**src/rtl/dispense_pkg.sv**
```systemverilog
// dispense_pkg: shared types and constants for the two-channel chute dispense arbiter.
package dispense_pkg;
    localparam int NUM_CH = 2;
    localparam int PEND_W = 3;
    typedef enum logic [1:0] {IDLE, GRANT, WAIT, JAM} state_t;
endpackage

```
**src/rtl/pend_counter.sv**
```systemverilog
// pend_counter: saturating up/down counter of circles owed to one channel, with sticky overflow.
module pend_counter
    import dispense_pkg::*;
#(
    parameter int PEND_MAX = 7
) (
    input  logic              clock,
    input  logic              reset_L,
    input  logic [1:0]        drop,
    input  logic              dec,
    output logic [PEND_W-1:0] count,
    output logic              overflow
);
    localparam logic [PEND_W:0] MAX_V = (PEND_W+1)'(PEND_MAX);
    logic [PEND_W:0] sum;
    logic            sat;
    // One bit of headroom so a drop on a full counter is detected rather than wrapped.
    always_comb begin
        sum = {1'b0, count} + {{(PEND_W-1){1'b0}}, drop} - {{PEND_W{1'b0}}, dec};
        sat = sum > MAX_V;
    end
    always_ff @(posedge clock or negedge reset_L) begin
        if (!reset_L) begin
            count    <= '0;
            overflow <= 1'b0;
        end else begin
            count    <= sat ? MAX_V[PEND_W-1:0] : sum[PEND_W-1:0];
            overflow <= overflow | sat;
        end
    end
endmodule

```
**src/rtl/dispense_arbiter.sv**
```systemverilog
// dispense_arbiter: round-robin arbitration of two vendor channels onto one chute,
// with per-channel pending counters and a sticky jam on chute timeout.
module dispense_arbiter
    import dispense_pkg::*;
#(
    parameter int TIMEOUT  = 8,
    parameter int PEND_MAX = 7
) (
    input  logic              clock,
    input  logic              reset_L,
    input  logic [1:0]        drop0,
    input  logic [1:0]        drop1,
    input  logic              chute_done,
    output logic              chute_go,
    output logic              chute_sel,
    output logic [PEND_W-1:0] pending0,
    output logic [PEND_W-1:0] pending1,
    output logic              overflow0,
    output logic              overflow1,
    output logic              jam
);
    localparam int TW = $clog2(TIMEOUT + 1);
    state_t              state, state_n;
    logic                last, last_n, sel, sel_n, pick;
    logic [TW-1:0]       tcnt, tcnt_n;
    logic [NUM_CH-1:0]   busy;
    assign busy      = {pending1 != '0, pending0 != '0};
    assign pick      = (&busy) ? ~last : busy[1];
    assign chute_go  = state == GRANT;
    assign jam       = state == JAM;
    assign chute_sel = sel;
    always_comb begin
        state_n = state;
        sel_n   = sel;
        last_n  = last;
        tcnt_n  = tcnt;
        case (state)
            IDLE: if (|busy) begin
                state_n = GRANT;
                sel_n   = pick;
                last_n  = pick;
            end
            GRANT: begin
                state_n = WAIT;
                tcnt_n  = '0;
            end
            WAIT: begin
                tcnt_n  = tcnt + 1'b1;
                state_n = chute_done ? IDLE : (tcnt == TW'(TIMEOUT - 1)) ? JAM : WAIT;
            end
            JAM: state_n = JAM;
            default: state_n = IDLE;
        endcase
    end
    // last resets to 1 so channel 0 wins the first tie.
    always_ff @(posedge clock or negedge reset_L) begin
        if (!reset_L) begin
            state <= IDLE;
            sel   <= 1'b0;
            last  <= 1'b1;
            tcnt  <= '0;
        end else begin
            state <= state_n;
            sel   <= sel_n;
            last  <= last_n;
            tcnt  <= tcnt_n;
        end
    end
    pend_counter #(.PEND_MAX(PEND_MAX)) u_pend0 (
        .clock    (clock),
        .reset_L  (reset_L),
        .drop     (drop0),
        .dec      (chute_go & ~sel),
        .count    (pending0),
        .overflow (overflow0)
    );
    pend_counter #(.PEND_MAX(PEND_MAX)) u_pend1 (
        .clock    (clock),
        .reset_L  (reset_L),
        .drop     (drop1),
        .dec      (chute_go & sel),
        .count    (pending1),
        .overflow (overflow1)
    );
endmodule
```
**config.mk**
```make
export PLATFORM = sky130hd
export DESIGN_NAME = dispense_arbiter
export DESIGN_NICKNAME = d
export VERILOG_FILES = /design/src/rtl/dispense_pkg.sv /design/src/rtl/pend_counter.sv /design/src/rtl/dispense_arbiter.sv
export SDC_FILE = /design/constraint.sdc
export NUM_CORES = 1
export LEC_CHECK = 0
export BUFFER_PORTS_ARGS = -buffer_cell sky130_fd_sc_hd__buf_2
export CAP_MARGIN = 20
export CELL_PAD_IN_SITES_DETAIL_PLACEMENT = 0
export CELL_PAD_IN_SITES_GLOBAL_PLACEMENT = 2
export CORE_UTILIZATION = 37
export CTS_CLUSTER_DIAMETER = 50
export DETAILED_ROUTE_END_ITERATION = 10
export HOLD_SLACK_MARGIN = 0.06
export PLACE_DENSITY_LB_ADDON = 0.1
export SYNTH_ARGS = -nofsm -noshare
export SYNTH_HDL_FRONTEND = slang
export SYNTH_SLANG_ARGS = --single-unit
```
**constraint.sdc**
```tcl
create_clock -name clock -period 6.3 [get_ports clock]
set_input_delay 1.26 -clock clock [delete_from_list [all_inputs] [get_ports clock]]
set_output_delay 1.26 -clock clock [all_outputs]
set_load 0.03 [all_outputs]
```
# Word level (Yosys, flattened, before mapping)
# Cells that the tools add are included.
[word_totals]
ff_bits = 16
input_bits = 7
output_inout_bits = 11
word_cells = 41
[classes]
addsub = 5
n_lt_le_gt_ge = 2
eq_ne = 5
muxes = 8
bitwise_logic = 6
n_reduce_logical = 7
[ops]
columns = ["operator", "n"]
rows = [
  ["$add 3x2->4", 2],
  ["$gt 4x3->1 const B", 2],
  ["$pmux 2 s4", 1],
  ["$pmux 4 s2", 1],
  ["$sub 4x1->4", 2],
  ["$mux 3", 2],
  ["$reduce_bool 3->1", 2],
  ["$add 4x1->4 const B", 1],
  ["$eq 2x2->1 const B", 2],
  ["$eq 4x3->1 const B", 1],
  ["$mux 2", 2],
  ["$reduce_and 2->1", 2],
  ["$and 1x1->1", 2],
  ["$eq 2x1->1 const B", 1],
  ["$logic_not 2->1", 1],
  ["$mux 1", 2],
  ["$ne 2x2->1 const B", 1],
  ["$not 1->1", 2],
  ["$or 1x1->1", 2],
  ["$reduce_bool 2->1", 1],
  ["$reduce_or 2->1", 1],
]

# Logic depth before layout (Yosys ltp)
[depth]
ltp_word = 5
depth_mapped = 10
ltp_nobuf = 10

# Cells and area by module
# Synthesis repeated with hierarchy kept, for this count alone.
[unflattened]
cells_unflattened = 107
hier_area_um2 = 1018.5
[modules_own_cells]
columns = ["module", "instances", "cells_each", "area_per_inst_um2"]
rows = [
  ["dispense_arbiter", 1, 53, 478.0],
  ["pend_counter (u_pend1)", 1, 27, 272.8],
  ["pend_counter (u_pend0)", 1, 27, 267.8],
]

# Worst setup path after synthesis
# No wires, ideal clock.
[synth_timing]
kind = "in2reg"
start = "input drop0[1]"
end = "register u_pend0.count[0]"
arrival_time_ns = 2.478
setup_slack_ns = 3.743
stages = 7
path_buffers = 0
cell_sequence = "inv_1 -> ha_1 -> inv_1 -> ha_1 -> a21o_1 -> a21oi_2 -> mux2i_1"
[synth_between]
elab_chain_len = 4
[synth_rtl]
columns = ["element", "line", "rtl"]
rows = [
  ["from (decl)", "dispense_arbiter.sv:11", "input logic [1:0] drop0,"],
  ["$add 3x2->4", "pend_counter.sv:19", "sum = {1'b0, count} + {{(PEND_W-1){1'b0}}, drop} - {{PEND_W{1'b0}}, dec};"],
  ["$sub 4x1->4", "pend_counter.sv:19", ""],
  ["$gt 4x3->1", "pend_counter.sv:20", "sat = sum > MAX_V;"],
  ["$mux 3", "pend_counter.sv:27", "count <= sat ? MAX_V[PEND_W-1:0] : sum[PEND_W-1:0];"],
  ["to (signal assigned)", "pend_counter.sv:27", ""],
  ["to (decl)", "pend_counter.sv:11", "output logic [PEND_W-1:0] count,"],
]
# Every way passes these cells.
# A chain may end at the register's enable or synchronous reset.

# Final worst setup path
[layout_timing]
start = "register state[1]"
end = "output chute_go"
[layout_between]
elab_chain_len = 1
[layout_rtl]
columns = ["element", "line", "rtl"]
rows = [
  ["from (decl)", "dispense_arbiter.sv:23", "state_t state, state_n;"],
  ["from (signal assigned)", "dispense_arbiter.sv:63", "state <= state_n;"],
  ["$eq 2x1->1", "dispense_arbiter.sv:29", "assign chute_go = state == GRANT;"],
  ["to (decl)", "dispense_arbiter.sv:14", "output logic chute_go,"],
]
# Every way passes these cells.

==> results.yml <==
critical_path:
  critPathTopFamily: "flip-flops"
  arrival_ns: 1.24
  cp_slowest_cell: "dfrtp_1"
  worstSetupStartpointType: "flip-flop"
  crit_cells: 3
  worstPathRequired_ns: 5.04
  r2r-start: "state[1]$_DFFE_PN0P_"
  reg2reg_to: "u_pend1.count[2]$_DFF_PN0_"
  end_kind: "primary output"
  crit_chain: "inv_1, ha_1, buf_2"
  path_buf_inv: 2
  critPathMaxStageDelay_ns: 0.42
  r2r_cells: 10
  crit_type: "reg -> out"
  reg2reg_setup_slack_ns: 4.01
  worstPathMaxFanout: 4
timing:
  rsz0062_at_grt: "no"
  slew_violations: 0
  hold_violations: 0
  maxSlewHeadroom: 0.727
  setup_ws_ns: 3.80
  fin_crit_ns: 2.50
  timing.fmax_mhz: 401
  period_share: 0.396
  worst_pin_slew_ns: 0.406
  hold_slack_ns: 0.523
  setup_viol: 0
  clock_skew_ns: 0.00312
  tns_ns: 0
synthesis:
  synth_top_flop_cell: "dfrtp_1"
  synthAdderAreaFrac: 0.208
  synth-xor-area-share: 0.0160
  synth_edf_count: 0
  yosys_warnings: 0
  synth_compound_area_frac: 0.110
  synth_top_family_by_area: "adder cells"
  ys_ff_latch: 16
  synth-seq-area-share: 0.366
  ys_async_sr_fraction: 1.00
  synth_top_area_frac: 0.342
  yosys.area.top_type: "dfrtp_1"
  syn_avg_cell_area_um2: 9.61
  synthSimpleGateAreaFrac: 0.134
  synth_area_leaders: "dfrtp_1, ha_1, mux2i_1, inv_1, nor2_1"
  synthMuxAreaShare: 0.0913
  synthCells: 114
  ys_types: 29
  synth_area_mm2: 0.00110
  syn_nets: 138
die:
  num_rows: 19
  dieWidth_um: 56.4
  io-pin-count: 18
  core-area_mm2: 0.00278
  start_util: 0.394
  chipHeight_um: 56.4
  die-area_mm2: 0.00318
cells_and_area:
  layout.nets: 159
  fill_cells: 290
  drive_gt1_frac: 0.187
  syn_to_final_growth_pct: 14.3
  fin_area_mm2: 0.00125
  diodes: 0
route:
  wl_per_cell_um: 12.3
  wl_um: 2030
  vias: 814
  first_pass_iters: 3
  viasPerCell: 4.93
  ant_nets: 0
  drc: 0
  drt-initial-drc-count: 17
clock_network:
  cts_max_level: 1
  clk_path_buf_depth: 2
  postCtsSetupBuffers: 0
  postCtsResizedCells: 0
  cts_buffers: 3
  clk_latency_ns: 0.29
  cts.sinks: 16
  cts_root_buffer: "clkbuf_4"
  cts_tree: "yes"
  ctsHoldBuffers: 0
  path_clk_slew_ns: 0.10
hold_path:
  min-delay-start: "tcnt[0]$_DFFE_PN0P_"
  hold_depth: 1
  whs_endpoint: "tcnt[0]$_DFFE_PN0P_"
  min-delay-path-class: "reg -> reg"
place:
  place.gp.congestion: 0.784
  place.port_buffers: 17
  place_ws_ns: 3.49
  place_area_mm2: 0.00122
  hpwl_um: 1590
global_route:
  grt_pass1_vias: 844
  grt_max_degree: 17
  grt_usage: 0.147
  grt_antenna_before_repair: 0
  overflow: 0
  grt_pass1_wl_um: 3610
power_and_ir_drop:
  power.total_uw: 632
  p_leak_nw: 0.642
  vdd_drop_max_mv: 0.241
  p_per_area_mw_per_mm2: 505
outcome:
  outcome: "finished, final reports clean"
job:
  maxCapViolations: 0
## worst max-delay path by stage
stage	start	endpoint	slack, ns
6_report	state[1]$_DFFE_PN0P_	chute_go	3.80
5_1_grt	state[1]$_DFFE_PN0P_	chute_go	3.72
4_1_cts	state[1]$_DFFE_PN0P_	chute_go	3.79
3_5_place_dp	drop1[1]	u_pend1.count[1]$_DFF_PN0_	3.49
3_3_place_gp	drop1[1]	u_pend1.count[1]$_DFF_PN0_	3.51
2_1_floorplan	drop0[1]	u_pend0.count[0]$_DFF_PN0_	3.74
## kinds of logic after synthesis
group	after synthesis
AOI/OAI and AO/OA	16
xor gates and xnor gates	2
adders and majority gates	17
buffers and inverters	22
DFF	16
muxes	10
and+or+nand+nor	31
## stage by stage
step | utilization | std cells
global route | 0.450 | 165
CTS | 0.450 | 165
detailed placement | 0.437 | 161
finish | 0.450 | 165
global placement | 0.437 | 161
floorplan | - | 114
## metal layers
layer | global-route usage | vias up | routed length [um]
li1 | - | 422 | -
met1 | 0.179 | 373 | 955
met2 | 0.245 | 14 | 970
met3 | 0.0276 | 5 | 64
met4 | 0.0732 | 0 | 42
met5 | 0 | - | 0
## power breakdown
part | total [mW] | switching [mW] | internal, mW | leakage [nW]
Clock | 0.0701 | 0.0349 | 0.0352 | 0.0210
Combinational | 0.387 | 0.230 | 0.157 | 0.440
Sequential | 0.175 | 0.0344 | 0.140 | 0.182
## final cells by class
class | instances | area [um2] | area share
clock buffers | 4 | 36.3 | 0.0290
inverters | 21 | 78.8 | 0.0629
multi-input cells | 76 | 612 | 0.489
flip-flops and latches | 16 | 402 | 0.321
well taps | 31 | 38.8 | 0.0310
repair buffers | 17 | 85.1 | 0.0679
## cell usage in the layout (no fill, tap or decap), types with 2 or more instances in the layout
master,n
a21o_1,2
xor2_1,2
a21oi_2,2
inv_1,21
clkbuf_4,3
buf_2,17
mux2i_1,10
a311oi_1,2
nand3_1,2
nand2_1,3
o21ai_0,2
nor2b_1,4
dfrtp_1,15
ha_1,15
nor2_1,16
nor3_1,2
fa_1,2
## sequential cells by signal, indices dropped and copies added (netlist names)
signal            cells
state                 2
u_pend1.count         3
tcnt                  4
u_pend0.overflow      1
chute_sel             1
u_pend1.overflow      1
last                  1
u_pend0.count         3
## cells in the mapped netlist, types with 3 or more instances
cell type / instances
nor2b_1: 4
ha_1: 15
nand2_1: 3
mux2i_1: 10
nor2_1: 16
inv_1: 21
dfrtp_1: 15
Power figures use the tool's default switching activity.
